$ cat src/rtl/inst_fetch_ctrl.sv
// Fetch-stage controller: drives the instruction-memory request/response handshake,
// advances the PC register, and buffers {pc, inst, adel} entries for decode in a small FIFO.
module inst_fetch_ctrl #(
  parameter int BUF_DEPTH = 2
) (
  input  logic        clk,
  input  logic        rst_n,
  input  logic [31:0] pcf,
  input  logic        adel,
  output logic        pc_en,
  input  logic        flush,
  output logic        inst_req,
  output logic [31:0] inst_addr,
  input  logic        inst_addr_ok,
  input  logic        inst_data_ok,
  input  logic [31:0] inst_rdata,
  output logic        id_valid,
  input  logic        id_ready,
  output logic [31:0] id_pc,
  output logic [31:0] id_inst,
  output logic        id_adel
);

  localparam int PTR_W = (BUF_DEPTH > 1) ? $clog2(BUF_DEPTH) : 1;
  localparam int CNT_W = PTR_W + 1;
  localparam logic [CNT_W-1:0] DEPTH_C = CNT_W'(BUF_DEPTH);

  typedef enum logic [1:0] {
    S_REQ  = 2'd0,
    S_WAIT = 2'd1,
    S_DROP = 2'd2
  } state_t;

  state_t           state_q, state_d;
  logic [31:0]      req_pc_q, req_pc_d;
  logic [CNT_W-1:0] count_q, count_d;
  logic [PTR_W-1:0] wr_ptr_q, wr_ptr_d;
  logic [PTR_W-1:0] rd_ptr_q, rd_ptr_d;
  logic [31:0]      pc_mem_q   [BUF_DEPTH];
  logic [31:0]      pc_mem_d   [BUF_DEPTH];
  logic [31:0]      inst_mem_q [BUF_DEPTH];
  logic [31:0]      inst_mem_d [BUF_DEPTH];
  logic             adel_mem_q [BUF_DEPTH];
  logic             adel_mem_d [BUF_DEPTH];

  logic        space;
  logic        fetch_ok;
  logic        accept;
  logic        adel_push;
  logic        data_push;
  logic        push;
  logic        pop;
  logic [31:0] push_pc;
  logic [31:0] push_inst;
  logic        push_adel;

  // State register
  always_ff @(posedge clk or negedge rst_n) begin
    if (!rst_n) begin
      state_q <= S_REQ;
    end else begin
      state_q <= state_d;
    end
  end

  // Next-state logic; a flush with a request in flight parks in DROP to swallow the stale response
  always_comb begin
    state_d = state_q;
    case (state_q)
      S_REQ: begin
        if (accept) state_d = S_WAIT;
      end
      S_WAIT: begin
        if (flush) state_d = inst_data_ok ? S_REQ : S_DROP;
        else if (inst_data_ok) state_d = S_REQ;
      end
      S_DROP: begin
        if (inst_data_ok) state_d = S_REQ;
      end
      default: state_d = S_REQ;
    endcase
  end

  // Handshake outputs; space uses the pre-pop count so id_ready never reaches inst_req
  always_comb begin
    space     = (count_q < DEPTH_C);
    fetch_ok  = rst_n && !flush && space && (state_q == S_REQ);
    inst_req  = fetch_ok && !adel;
    inst_addr = pcf;
    accept    = inst_req && inst_addr_ok;
    adel_push = fetch_ok && adel;
    pc_en     = rst_n && (flush || accept || adel_push);
  end

  always_comb begin
    data_push = (state_q == S_WAIT) && inst_data_ok && !flush;
    push      = adel_push || data_push;
    pop       = id_valid && id_ready && !flush;
    push_pc   = adel_push ? pcf : req_pc_q;
    push_inst = adel_push ? 32'h0 : inst_rdata;
    push_adel = adel_push;
  end

  always_comb begin
    req_pc_d   = accept ? pcf : req_pc_q;
    pc_mem_d   = pc_mem_q;
    inst_mem_d = inst_mem_q;
    adel_mem_d = adel_mem_q;
    wr_ptr_d   = wr_ptr_q;
    rd_ptr_d   = rd_ptr_q;
    count_d    = count_q;
    if (flush) begin
      wr_ptr_d = '0;
      rd_ptr_d = '0;
      count_d  = '0;
    end else begin
      if (push) begin
        pc_mem_d[wr_ptr_q]   = push_pc;
        inst_mem_d[wr_ptr_q] = push_inst;
        adel_mem_d[wr_ptr_q] = push_adel;
        wr_ptr_d             = wr_ptr_q + PTR_W'(1);
      end
      if (pop) rd_ptr_d = rd_ptr_q + PTR_W'(1);
      if (push && !pop) count_d = count_q + CNT_W'(1);
      else if (pop && !push) count_d = count_q - CNT_W'(1);
    end
  end

  always_ff @(posedge clk or negedge rst_n) begin
    if (!rst_n) begin
      req_pc_q <= '0;
      count_q  <= '0;
      wr_ptr_q <= '0;
      rd_ptr_q <= '0;
      for (int i = 0; i < BUF_DEPTH; i++) begin
        pc_mem_q[i]   <= '0;
        inst_mem_q[i] <= '0;
        adel_mem_q[i] <= 1'b0;
      end
    end else begin
      req_pc_q   <= req_pc_d;
      count_q    <= count_d;
      wr_ptr_q   <= wr_ptr_d;
      rd_ptr_q   <= rd_ptr_d;
      pc_mem_q   <= pc_mem_d;
      inst_mem_q <= inst_mem_d;
      adel_mem_q <= adel_mem_d;
    end
  end

  always_comb begin
    id_valid = (count_q != '0);
    id_pc    = pc_mem_q[rd_ptr_q];
    id_inst  = inst_mem_q[rd_ptr_q];
    id_adel  = adel_mem_q[rd_ptr_q];
  end

endmodule
$ cat config.mk
export PLATFORM = sky130hd
export DESIGN_NAME = inst_fetch_ctrl
export DESIGN_NICKNAME = d
export VERILOG_FILES = /design/src/rtl/inst_fetch_ctrl.sv
export SDC_FILE = /design/constraint.sdc
export NUM_CORES = 1
export LEC_CHECK = 0
export ABC_AREA = 1
export BUFFER_PORTS_ARGS = -buffer_cell sky130_fd_sc_hd__buf_2
export CAP_MARGIN = 20
export CORE_MARGIN = 5
export CORE_UTILIZATION = 49
export CTS_CLUSTER_SIZE = 8
export DETAILED_ROUTE_END_ITERATION = 6
export PLACE_DENSITY = 0.76
export SLEW_MARGIN = 40
export SYNTH_ARGS = -nofsm -noshare
export SYNTH_HDL_FRONTEND = slang
export SYNTH_SLANG_ARGS = --single-unit
export TNS_END_PERCENT = 30
$ cat constraint.sdc
create_clock -name clk -period 1.46 [get_ports clk]
set_input_delay 0.146 -clock clk [delete_from_list [all_inputs] [get_ports clk]]
set_output_delay 0.146 -clock clk [all_outputs]
set_load 0.1 [all_outputs]
==> key figures <==
Critical path
  – Worst Path Max Fanout: 8
  – Critical Path RT: 1.31 ns
  – Most frequent CP cell: buf_12
  – Startpoint Class: register
  – Worst EP arrival: 1.75 ns
  – Critical Path End Type: primary output
  – CP cell instances: buf_8, buf_12, clkbuf_16, o21ai_4, buf_12
  – Critical Path Slowest Stage Cell: dfrtp_4
  – Crit Path Class: register to primary output
  – Max stage delay on crit path: roughly 0.50 ns

Clock tree
  – CTS Buffer Depth: 2
  – Worst skew pair latency: roughly 0.43 ns
  – CTS Buf Count: 17
  – Root Buffer: clkbuf_16
  – TritonCTS Sinks: 168
  – CTS tree: yes
  – Clock Pin Slew Worst Setup and Hold Paths: about 0.070 ns
  – H-tree Lvls: 4

Synth
  – Top cells by area, synth: dfrtp_1 (54%), nand2_1 (20%), o21ai_0 (10%), buf_4 (3.7%), inv_1 (3.4%)
  – Mapped Area: 7810 um^2
  – Synthesized instance count: just under 1000
  – Top-count cell post-synth: nand2_1
  – Number of flops mapped to enable cells by yosys: 0
  – Largest area contributor in the netlist: dfrtp_1
  – Count of cell types in the netlist: 24
  – Synth top cells by count: nand2_1 (423), dfrtp_1 (168), o21ai_0 (161), inv_1 (70), buf_4 (38)
  – Synth Flop Type: dfrtp_1
  – Avg Inst Size Synth: 7.89 um^2
  – Yosys reg bits: approximately 170
  – Sequential area share after synthesis: 0.538
  – Async SR Flop Fraction: 1.00
  – Synth top area share: 0.538
  – Ys Warns: 0
  – Syn nets: around 1100

Routing
  – WL per Instance: approximately 19 um
  – Via density: roughly 5.4
  – Top layer in use: met5
  – WL final: 26.5 mm
  – M1 WL: 10.1 mm
  – Via count: between 7000 and 8000
  – Final routed DRC violation total: 0
  – DR iter-0 viols: around 730
  – DR pass1 iterations: 5
  – Wire length on met3: 1.96 mm
  – Routed wl met2: 13.4 mm
  – Number of antenna-violating nets in the routed design: 0

GRT
  – GRT overflow: 0
  – Largest net degree at the start of global routing: 107
  – Initial antenna violation count: 2
  – Total track usage: 0.220
  – Vias in the first global route: 6678
  – First-pass GRT wire length: 32.5 mm

Final layout
  – Nets: roughly 1300
  – Multi-input logic area: 3980 um^2
  – Final cell count without fillers: 1419
  – Fin area: 12800 um^2
  – Fill cells: 868
  – Area grow syn2layout: 63.3%
  – Sequential cell area: 4210 um^2
  – Layout cells sized above 1: 0.399

Timing
  – F_max: 527 MHz
  – Final number of hold-violating endpoints: 1
  – Period minus WS final: around 1.9 ns
  – Fin Hold WS: -0.00215 ns
  – Part of the cycle the worst path needs: 1.30
  – RSZ-0062 raised after global routing: yes
  – Post-route clock skew: 0.0155 ns
  – PnR worst setup slack: -0.437 ns
  – Worst Tran Pin Value: 0.557 ns
  – Final setup vio count: 219
  – Relative slew slack: 0.628
  – Slew Limit Fails: 0

Floorplanning
  – Core Box Area: between 15000 and 20000 um^2
  – Die W: 136 um
  – Ports: about 170
  – Placement Rows: 46
  – Die Area: roughly 19000 um^2
  – Die Y: 136 um
  – Initial Util: 0.495

Place
  – Placed inst area: 10200 um^2
  – DP Worst Slack: -0.129 ns
  – Post-DP HPWL: 12.6 mm
  – IO buf count: 170
  – Placed insts: approximately 1300
  – Routability cong.: about 0.78

Outcome
  – Status: finished with violations
  – Failing checks: negative hold slack, negative setup slack

Flow run
  – Max-cap viol count: 0

Hold path
  – HP Class: input port to register
final timing paths:
check | slack, ns | start | cells after the start | to
worst max-delay path | -0.44 | rd_ptr_q | 5 | id_pc[27]
worst min-delay path | -0.002 | inst_rdata[15] | 3 | inst_mem_q[47]
worst max register to register | -0.39 | state_q[1] | 10 | inst_mem_q[15]
max in group asynchronous | 0.21 | rst_n | 4 | req_pc_q[8]
min in group asynchronous | 0.38 | rst_n | 3 | inst_mem_q[32]
worst min register to register | 0.47 | pc_mem_q[21] | 2 | pc_mem_q[21]
layout make-up:
| class | count | share of cell area |
|---|---|---|
| Sequential cell | 168 | 0.330 |
| Clock buffer | 21 | 0.0361 |
| Multi-Input combinational cell | 656 | 0.312 |
| Inverter | 76 | 0.0247 |
| Tap cell | 216 | 0.0212 |
| Timing Repair Buffer | 270 | 0.265 |
| Antenna cell | 1 | 0.000196 |
| Clock inverter | 11 | 0.0115 |
metrics by stage:
stage                      util  TNS [ns]  hold slack [ns]
final                     0.809    -58.81         -0.00215
after global routing      0.809    -73.34          0.00175
after CTS                 0.715    -38.88         0.000560
after detailed placement  0.645     -8.82            0.262
after global placement    0.645    -0.732            0.265
after floorplan               -    -28.67           -0.150
placed cells by master, fill, tap and decap left out, types with 2 or more instances in the layout:
cell type and instances:
buf_12 87, nor2_1 17, nand3_1 5, buf_6 20, nor2_4 3, o21ai_2 22
dfrtp_1 166, inv_4 2, clkinv_4 3, buf_8 6, bufinv_16 3, buf_2 101
o21ai_1 60, clkinvlp_4 2, o21ai_4 32, a21oi_1 15, o21ai_0 69, dlygate4sd3_1 20
clkbuf_1 2, clkbuf_8 2, clkbuf_16 32, nor2_2 2, clkinv_2 3, inv_1 69
buf_16 4, inv_2 2, nand2_1 298, buf_4 17, nand2_4 82, nand2_2 44
critical path: cells and delay by family, from the launching register on:
kind,cells,cell delay (ns)
buffers and inverters,4,0.66
AO/OA/AOI/OAI,1,0.16
flip-flops,1,0.50
logic make-up after synthesis:
group / synth area share
AOI/OAI and AO/OA: 0.128
buffers and inverters: 0.109
DFF: 0.538
and+or+nand+nor: 0.225
timing repair:
action                                  4_1_cts  5_1_grt
resized for setup                            41      325
endpoints found under the hold margin        57        0
pin swaps                                     5       46
cloned                                        3       21
endpoints found under the setup margin      201      339
setup buffers                                12        9
hold buffers                                 20        0
metal layers:
metal / vias to the layer above / global-route usage
met3: 90 / 0.0444
met4: 2 / 0.0728
met5: - / 0
met2: 399 / 0.357
li1: 3470 / -
met1: 3714 / 0.297
state kept, by name, indices dropped and copies added (netlist names):
name        flops
pc_mem_q       64
count_q         2
req_pc_q       32
wr_ptr_q        1
rd_ptr_q        1
state_q         2
adel_mem_q      2
inst_mem_q     64
Power is not shown: default switching activity piles up to over one toggle a cycle in this logic, so the estimate is an artifact.
